<file path="config.mk">
export PLATFORM = sky130hd
export DESIGN_NAME = valid_ready_accum_flat
export DESIGN_NICKNAME = d
export VERILOG_FILES = /design/src/rtl/accum_pkg.sv /design/src/rtl/valid_ready_accum_if.sv /design/src/rtl/accum_beat_cnt.sv /design/src/rtl/valid_ready_accum.sv /design/src/flat_wrapper.sv
export SDC_FILE = /design/constraint.sdc
export NUM_CORES = 1
export LEC_CHECK = 0
export BUFFER_PORTS_ARGS = -buffer_cell sky130_fd_sc_hd__buf_2
export CAP_MARGIN = 20
export CORE_AREA = 2 2 55 62
export DETAILED_ROUTE_END_ITERATION = 16
export DIE_AREA = 0 0 57 64
export HOLD_SLACK_MARGIN = 0.05
export MAX_ROUTING_LAYER = met4
export PLACE_DENSITY = 0.84
export SETUP_SLACK_MARGIN = 0.15
export SYNTH_ARGS = -nofsm -noshare
export SYNTH_HDL_FRONTEND = slang
export SYNTH_SLANG_ARGS = --single-unit
export TNS_END_PERCENT = 10
</file>
<file path="constraint.sdc">
create_clock -name clk -period 2.35 [get_ports clk]
set_input_delay 0.47 -clock clk [delete_from_list [all_inputs] [get_ports clk]]
set_output_delay 0.47 -clock clk [all_outputs]
set_load 0.1 [all_outputs]
</file>
<file path="src/rtl/accum_pkg.sv">
// Shared helpers for the valid/ready group accumulator: width derivation
// functions and reset constants.
package accum_pkg;

  function automatic int clog2(input int v);
    int r;
    int x;
    r = 0;
    x = v - 1;
    while (x > 0) begin
      r = r + 1;
      x = x >> 1;
    end
    return r;
  endfunction

  function automatic int out_w(input int data_w, input int n);
    return data_w + clog2(n);
  endfunction

  function automatic int cnt_w(input int n);
    return clog2(n + 1);
  endfunction

  localparam logic RST_OUT_VALID = 1'b0;

endpackage

</file>
<file path="src/rtl/valid_ready_accum_if.sv">
// Handshake bundle for valid_ready_accum: input beat stream and output sum stream.
// Handshake: a beat/sum transfers on a rising edge where valid & ready are both 1;
// the producer holds data stable while valid is high and ready is low.
interface valid_ready_accum_if
  import accum_pkg::*;
#(
    parameter int DATA_W  = 8,
    parameter int GROUP_N = 4
) ();
    localparam int OUT_W = out_w(DATA_W, GROUP_N);
    localparam int CNT_W = cnt_w(GROUP_N);

    logic [DATA_W-1:0] in_data;
    logic              in_valid;
    logic              in_last;
    logic              in_ready;
    logic [OUT_W-1:0]  out_data;
    logic [CNT_W-1:0]  out_count;
    logic              out_valid;
    logic              out_ready;

    modport slave (
        input  in_data, in_valid, in_last, out_ready,
        output in_ready, out_data, out_count, out_valid
    );

    modport master (
        output in_data, in_valid, in_last, out_ready,
        input  in_ready, out_data, out_count, out_valid
    );
endinterface

</file>
<file path="src/rtl/accum_beat_cnt.sv">
// Beat counter for one group: counts accepted beats 0..GROUP_N-1 and flags
// the first beat of a group and the beat that closes it.
module accum_beat_cnt
  import accum_pkg::*;
#(
    parameter int GROUP_N = 4,
    parameter int CNT_W   = cnt_w(GROUP_N)
) (
    input  logic             clk,
    input  logic             rst_n,
    input  logic             inc_i,
    input  logic             last_i,
    output logic [CNT_W-1:0] cnt_o,
    output logic             first_o,
    output logic             close_o
);
    logic [CNT_W-1:0] cnt_q;
    logic [CNT_W-1:0] cnt_d;

    assign first_o = (cnt_q == '0);
    assign close_o = inc_i & (last_i | (cnt_q == CNT_W'(GROUP_N - 1)));
    assign cnt_o   = cnt_q;

    always_comb begin
        cnt_d = cnt_q;
        if (close_o) begin
            cnt_d = '0;
        end else if (inc_i) begin
            cnt_d = cnt_q + CNT_W'(1);
        end
    end

    always_ff @(posedge clk or negedge rst_n) begin
        if (!rst_n) begin
            cnt_q <= '0;
        end else begin
            cnt_q <= cnt_d;
        end
    end
endmodule

</file>
<file path="src/rtl/valid_ready_accum.sv">
// Serial group accumulator: sums GROUP_N beats (or fewer, closed by in_last)
// into one full-precision sum. Build with VALID_READY_ACCUM_SIGNED_EN for
// two's-complement beats; otherwise beats are unsigned.
module valid_ready_accum
  import accum_pkg::*;
#(
    parameter int DATA_W  = 8,
    parameter int GROUP_N = 4
) (
    input logic                clk,
    input logic                rst_n,
    valid_ready_accum_if.slave bus
);
    localparam int OUT_W = out_w(DATA_W, GROUP_N);
    localparam int CNT_W = cnt_w(GROUP_N);

    logic [OUT_W-1:0] acc_q, acc_d;
    logic [OUT_W-1:0] out_data_q, out_data_d;
    logic [CNT_W-1:0] out_count_q, out_count_d;
    logic             out_valid_q, out_valid_d;

    logic             in_ready;
    logic             in_fire;
    logic             out_fire;
    logic [CNT_W-1:0] cnt;
    logic             first;
    logic             close;
    logic [OUT_W-1:0] addend;
    logic [OUT_W-1:0] sum;

    // A pending sum stalls input only when downstream is not taking it this cycle.
    assign in_ready = ~out_valid_q | bus.out_ready;
    assign in_fire  = bus.in_valid & in_ready;
    assign out_fire = out_valid_q & bus.out_ready;

    accum_beat_cnt #(
        .GROUP_N (GROUP_N),
        .CNT_W   (CNT_W)
    ) u_beat_cnt (
        .clk     (clk),
        .rst_n   (rst_n),
        .inc_i   (in_fire),
        .last_i  (bus.in_last),
        .cnt_o   (cnt),
        .first_o (first),
        .close_o (close)
    );

`ifdef VALID_READY_ACCUM_SIGNED_EN
    assign addend = {{(OUT_W - DATA_W){bus.in_data[DATA_W-1]}}, bus.in_data};
`else
    assign addend = {{(OUT_W - DATA_W){1'b0}}, bus.in_data};
`endif

    // The first beat of a group overwrites the accumulator, so no clear cycle is needed.
    assign sum = first ? addend : (acc_q + addend);

    always_comb begin
        acc_d       = acc_q;
        out_data_d  = out_data_q;
        out_count_d = out_count_q;
        out_valid_d = out_valid_q;
        if (in_fire) begin
            acc_d = sum;
        end
        if (close) begin
            out_valid_d = 1'b1;
            out_data_d  = sum;
            out_count_d = cnt + CNT_W'(1);
        end else if (out_fire) begin
            out_valid_d = 1'b0;
        end
    end

    always_ff @(posedge clk or negedge rst_n) begin
        if (!rst_n) begin
            acc_q       <= '0;
            out_data_q  <= '0;
            out_count_q <= '0;
            out_valid_q <= RST_OUT_VALID;
        end else begin
            acc_q       <= acc_d;
            out_data_q  <= out_data_d;
            out_count_q <= out_count_d;
            out_valid_q <= out_valid_d;
        end
    end

    assign bus.in_ready  = in_ready;
    assign bus.out_data  = out_data_q;
    assign bus.out_count = out_count_q;
    assign bus.out_valid = out_valid_q;
endmodule
</file>
<file path="src/flat_wrapper.sv">
// flat-port wrapper written by rule: the top's interface ports become plain ports
module valid_ready_accum_flat import accum_pkg::*;
#(
    parameter int DATA_W  = 8,
    parameter int GROUP_N = 4
)
  (clk, rst_n, bus_in_data, bus_in_valid, bus_in_last, bus_out_ready, bus_in_ready, bus_out_data, bus_out_count, bus_out_valid);
  valid_ready_accum_if #(.DATA_W(DATA_W), .GROUP_N(GROUP_N)) bus_i ();
  input logic clk;
  input logic rst_n;
  input wire logic [$bits(bus_i.in_data)-1:0] bus_in_data;
  input wire logic [$bits(bus_i.in_valid)-1:0] bus_in_valid;
  input wire logic [$bits(bus_i.in_last)-1:0] bus_in_last;
  input wire logic [$bits(bus_i.out_ready)-1:0] bus_out_ready;
  output wire logic [$bits(bus_i.in_ready)-1:0] bus_in_ready;
  output wire logic [$bits(bus_i.out_data)-1:0] bus_out_data;
  output wire logic [$bits(bus_i.out_count)-1:0] bus_out_count;
  output wire logic [$bits(bus_i.out_valid)-1:0] bus_out_valid;
  assign bus_i.in_data = bus_in_data;
  assign bus_i.in_valid = bus_in_valid;
  assign bus_i.in_last = bus_in_last;
  assign bus_i.out_ready = bus_out_ready;
  assign bus_in_ready = bus_i.in_ready;
  assign bus_out_data = bus_i.out_data;
  assign bus_out_count = bus_i.out_count;
  assign bus_out_valid = bus_i.out_valid;
  valid_ready_accum #(.DATA_W(DATA_W), .GROUP_N(GROUP_N)) u_core (.clk(clk), .rst_n(rst_n), .bus(bus_i));
endmodule
</file>
# After elaboration in Yosys (flattened, before gate mapping)
# Index checks and enable logic that the tools add are counted.
word_totals:
  register_bits: 27
  latchBits: 0
  ramBits: 0
  rom_bits: 0
  wordCells: 22
  n_memories: 0
op_classes:
  addsub: 2
  n_mul: 0
  div: 0
  order_cmp: 0
  eq_ne: 1
  shift: 0
  muxes: 5
  bitwise: 6
  reduce_logical: 3
op_table:
  columns: ["operator", "n"]
  rows:
  - ["$add A10 B8 Y10", 1]
  - ["$mux W10", 1]
  - ["$mux W3", 2]
  - ["$reduce_bool A2 Y1", 2]
  - ["$add A3 B1 Y3 const B", 1]
  - ["$and A1 B1 Y1", 3]
  - ["$eq A3 B2 Y1 const B", 1]
  - ["$logic_not A3 Y1", 1]
  - ["$mux W1", 2]
  - ["$or A1 B1 Y1", 2]
  - ["$not A1 Y1", 1]

# Longest topological paths before layout
depth:
  word_depth: 5
  mapped_depth: 8

# By module
# Synthesis repeated with hierarchy kept, for this count alone.
unflattened:
  cells_unflattened: 168
  hier_area_um2: 1626.6
modules_own_cells:
  columns: ["module", "n_inst", "cells_each", "area_per_inst_um2", "seq_area_each_um2"]
  rows:
  - ["valid_ready_accum", 1, 151, 1446.4, 600.6]
  - ["accum_beat_cnt", 1, 17, 180.2, 75.1]

# Worst setup path after synthesis
# Ideal clock, no wire load.
synth_timing:
  path_type: "reg2reg"
  from: "register u_core.out_valid_q, in the netlist u_core.bus.out_valid"
  to: "register u_core.acc_q[8]"
  setup_time_ps: 69
  t_arrival_ps: 2668
  path_slack_ps: -387
  path_stages_with_launch: 6
  n_path_buf: 1
  cell_sequence: "dfrtp_1 > nand2b_1 > clkbuf_1 > nand3_1 > or4_1 > nand3_1"
synth_between:
  elab_chain_cells: 3
synth_lines:
  columns: ["item", "line", "text"]
  rows:
  - ["start, declared", "valid_ready_accum.sv:20", "logic out_valid_q, out_valid_d;"]
  - ["start signal, assigned", "valid_ready_accum.sv:85", "out_valid_q <= out_valid_d;"]
  - ["$not A1 Y1", "valid_ready_accum.sv:32", "assign in_ready = ~out_valid_q | bus.out_ready;"]
  - ["$or A1 B1 Y1", "valid_ready_accum.sv:32", null]
  - ["net bus_in_ready", "flat_wrapper.sv:15", "output wire logic [$bits(bus_i.in_ready)-1:0] bus_in_ready;"]
  - ["$and A1 B1 Y1", "valid_ready_accum.sv:33", "assign in_fire = bus.in_valid & in_ready;"]
  - ["end signal, assigned", "valid_ready_accum.sv:77", "acc_q <= '0;"]
  - ["end signal, assigned", "valid_ready_accum.sv:82", "acc_q <= acc_d;"]
  - ["end, declared", "valid_ready_accum.sv:17", "logic [OUT_W-1:0] acc_q, acc_d;"]
# The timed path passes the listed nets, and every way through them passes these cells.
# A chain may end at the register's enable or synchronous reset.

# Worst setup path after layout
layout_timing:
  from: "register u_core.acc_q[0]"
  to: "register u_core.acc_q[4]"
layout_between:
  elab_chain_cells: 2
layout_lines:
  columns: ["item", "line", "text"]
  rows:
  - ["$add A10 B8 Y10", "valid_ready_accum.sv:56", "assign sum = first ? addend : (acc_q + addend);"]
  - ["$mux W10", "valid_ready_accum.sv:56", null]
# No other way between the ends.

==> reports/summary.md <==
The flow ran to the end, and the final reports show no timing, DRC or antenna violations. The logs give 1 for the H-tree depth reported by CTS and 0.33 ns for the clock latency of the later-clocked register in the worst-skew pair. From left edge to right edge, the die measures 57 um. The async set-reset flop share out of synthesis works out to 1.00. For the number of antenna violations at the first check in global routing, the log shows 0. Setup repair after global routing left no endpoint under its margin. For the final routed database, the setup TNS stands at 0 ns. The top flip-flop cell by instance count after synthesis is sky130_fd_sc_hd__dfrtp_1.

Post-CTS repair changed the size of 0 cells. For the proportion of synthesized chip area in sequential cells, the log shows 0.420. After detailed routing, the average wire length per cell comes to 14.3 um. The remaining global-route overflow is 0, and the max capacitance violation total is 0.

Counting distinct cell types in the post-synthesis netlist gives 40. Derived from the worst setup path, the maximum achievable clock frequency is 493 MHz. At the end of routability-driven placement, the weighted congestion stood at 0.885.

The tools report the kind of start point of the critical path as a flop. The global-route track usage on met3 is 0.0202, and the final number of hold-violating endpoints is 0. At the pin with the least slew margin, the transition time is 0.599 ns.

In this run, synthesis produced a sequential element count of 27. The area share of the leading cell type in the synthesized netlist came out at 0.420. From bottom edge to top edge, the die measures 64 um. The first routing iteration left 40 violations. The fraction of final layout cells with drive strength greater than 1 works out to 0.212. The post-synthesis share of cell area spent on xor and xnor gates came out at 0.0163. In this run, synthesis inferred 0 flip-flops with an integrated enable. The biggest area contributor in the post-synthesis netlist is sky130_fd_sc_hd__dfrtp_1. The layout-stage area growth over the synthesis result is 12.4%, and the final clock period utilization by the worst path is 0.863. On the critical path the largest part of the delay comes from compound AO/OA/AOI/OAI gates. The worst relative slew slack was 0.601. The most repeated cell in the gate-level netlist after synthesis is sky130_fd_sc_hd__nand2_1.

The clock net in this run drives a total of 27 sinks. After detailed routing, the number of remaining DRC violations is 0. The first-pass GRT wire length is 5710 um, and the mean instance size in the synthesized netlist is 9.35 um2. Among all stages on the critical path, the largest delay is contributed by sky130_fd_sc_hd__dfrtp_1. Buffer cell driving the clock tree root: sky130_fd_sc_hd__clkbuf_4. For the post-cts hold buffer count, the log shows 0.

The number of diodes came out at 0. Endpoint type of the worst setup path: a flop. After synthesis, the cell types taking the most area are sky130_fd_sc_hd__dfrtp_1 42%, sky130_fd_sc_hd__ha_1 8.6%, sky130_fd_sc_hd__nand2_1 6.5%. The count of final max-slew check failures is 0, and the number of buffers added for setup after CTS is 0. The startpoint-to-endpoint class of the critical path was reg2reg. The final net count was 224; the portion of netlist area occupied by mux cells was 0.0249. The post-synthesis share of cell area spent on full adders, half adders and majority gates came out at 0.0981. After floorplanning, the core was divided into 21 placement rows. Time the worst path needs with I/O delays and setup: 2.03 ns.

The post-synthesis simple-gate area fraction works out to 0.189. Along the worst path, the maximum fanout reaches 3. On the final layout, the worst clock skew is 0.00371 ns. For the worst flop-to-flop path, the logic depth is 6.

The clock-pin slew on the worst setup and hold paths was 0.15 ns; the number of top-level pins was 28. The most congested layer reported by global routing is met2. Fraction of met2 tracks used by global routing: 0.343. TritonCTS built the clock tree. The run gives 1366 as the via count of the first global-routing pass. In this design, the stage delay of the slowest critical-path cell is 0.42 ns.

The summed instance area of the synthesized netlist is 1610 um2. The run gives 3330 um as the routed wire length. The run gives 0 as the number of endpoints failing setup at the final stage. The gate count of the mapped netlist was 172; the met1 routing resource usage after global routing was 0.254. Counting along the longest clock path gives a buffer depth of 2. The path class of the tightest hold or removal check is in2async. The tools report the total of warnings raised by yosys as 0. For this block, the via count after detailed routing is 1367. In this run the number of cells on the critical path is 6. The effective utilization at floorplan came out at 0.537. The synthesized netlist net count is 197, and the largest net degree at the start of global routing is 28. The tools report the overall track demand over capacity in global routing as 0.201. The post-synthesis compound-gate area fraction was 0.221; the total CTS buffers was 3. The total area inside the core boundary comes to 3000 um2. The required time at the endpoint of the critical path is 2.61 ns, and the number of iterations in the first detailed-routing pass is 4. The commonest cells after synthesis are 28 x sky130_fd_sc_hd__nand2_1, 27 x sky130_fd_sc_hd__dfrtp_1, 17 x sky130_fd_sc_hd__o21ai_0. Traced cell by cell, the critical path runs through ha_1 -> fa_2 -> a21o_2 -> a2111oi_1 -> a221oi_1 -> o21ai_0. The average vias per placed instance was 5.89.

After legalization and detailed placement, the total HPWL measured 2570 um. The detail route stage leaves a number of antenna-violating nets equal to 0. Counting both buffers and inverters, the worst setup path holds a total of 0.

The main combinational cell family by area after synthesis is compound AO/OA/AOI/OAI gates. The area enclosed by the die boundary is 3650 um2, and the number of port buffers is 27. At the worst endpoint, the arrival time is 2.29 ns.
[area by class of cell]
| cell class | instances | area, um2 |
|---|---|---|
| fillers | 272 | 1190 |
| clock buffers | 3 | 22.5 |
| clock inverters | 1 | 5.00 |
| multi-input cells | 133 | 887 |
| well taps | 34 | 42.5 |
| inverters | 4 | 15.0 |
| flip-flops and latches | 27 | 677 |
| repair buffers | 30 | 158 |
[through the flow]
step | area (um2) | setup WS (ns) | hold WS [ns] | instances | util
after floorplan | 1610 | 0.313 | 0.174 | 172 | -
after global placement | 1780 | 0.148 | 0.457 | 228 | 0.593
after detailed placement | 1780 | 0.0436 | 0.469 | 228 | 0.593
after CTS | 1800 | 0.250 | 0.147 | 232 | 0.602
after global routing | 1810 | 0.218 | 0.149 | 232 | 0.603
final | 1810 | 0.321 | 0.118 | 232 | 0.603
[state kept, by name, summed over array words and instances (netlist names)]
signal,count
u_core.acc_q,10
u_core.bus.out_count,3
u_core.bus.out_data,10
u_core.u_beat_cnt.cnt_o,3
u_core.bus.out_valid,1
[worst reg2reg max path, stage by stage (launching register included)]
cell	delay (ns)
sky130_fd_sc_hd__dfrtp_1	0.42
sky130_fd_sc_hd__ha_1	0.24
sky130_fd_sc_hd__fa_2	0.39
sky130_fd_sc_hd__a21o_2	0.24
sky130_fd_sc_hd__a2111oi_1	0.39
sky130_fd_sc_hd__a221oi_1	0.11
sky130_fd_sc_hd__o21ai_0	0.17
[logic make-up (layout without fill, tap and decap cells)]
logic type,count (synthesis),after routing
AOI/OAI and AO/OA,50,50
adders and majority gates,12,12
and+or+nand+nor,64,64
muxes,4,4
buffers and inverters,12,38
DFF,27,27
xor gates and xnor gates,3,3
[routing by layer]
metal	wire length, um	vias to the layer above
li1	-	677
met1	1520	651
met2	1610	34
met3	158	5
met4	37	0
met5	0	-
[path summary, 6_finish.rpt]
kind                                               startpoint                            endpoint  slack [ns]
max in group asynchronous                               rst_n    u_core.bus.out_valid$_DFFE_PN0P_        1.80
min                                                     rst_n  u_core.bus.out_data[0]$_DFFE_PN0P_        0.12
min in group clk                               bus_in_data[5]         u_core.acc_q[5]$_DFFE_PN0P_        0.42
max reg2reg                       u_core.acc_q[0]$_DFFE_PN0P_         u_core.acc_q[4]$_DFFE_PN0P_        0.32
max                               u_core.acc_q[0]$_DFFE_PN0P_         u_core.acc_q[4]$_DFFE_PN0P_        0.32
min reg2reg                u_core.bus.out_data[2]$_DFFE_PN0P_  u_core.bus.out_data[2]$_DFFE_PN0P_        0.50
[cells in the final DEF (no fill, tap or decap), types with 4 or more instances in the layout]
cell type	n
sky130_fd_sc_hd__o21ai_0	17
sky130_fd_sc_hd__mux2i_1	4
sky130_fd_sc_hd__buf_2	27
sky130_fd_sc_hd__dfrtp_1	26
sky130_fd_sc_hd__o211ai_1	8
sky130_fd_sc_hd__nor2_1	8
sky130_fd_sc_hd__nand2_1	28
sky130_fd_sc_hd__a21oi_1	4
sky130_fd_sc_hd__inv_1	4
sky130_fd_sc_hd__nand3_1	10
sky130_fd_sc_hd__ha_1	11
Power is left out: the tool's default activity adds up to more than one toggle a clock period on the data nets, which glitch-free logic cannot reach.
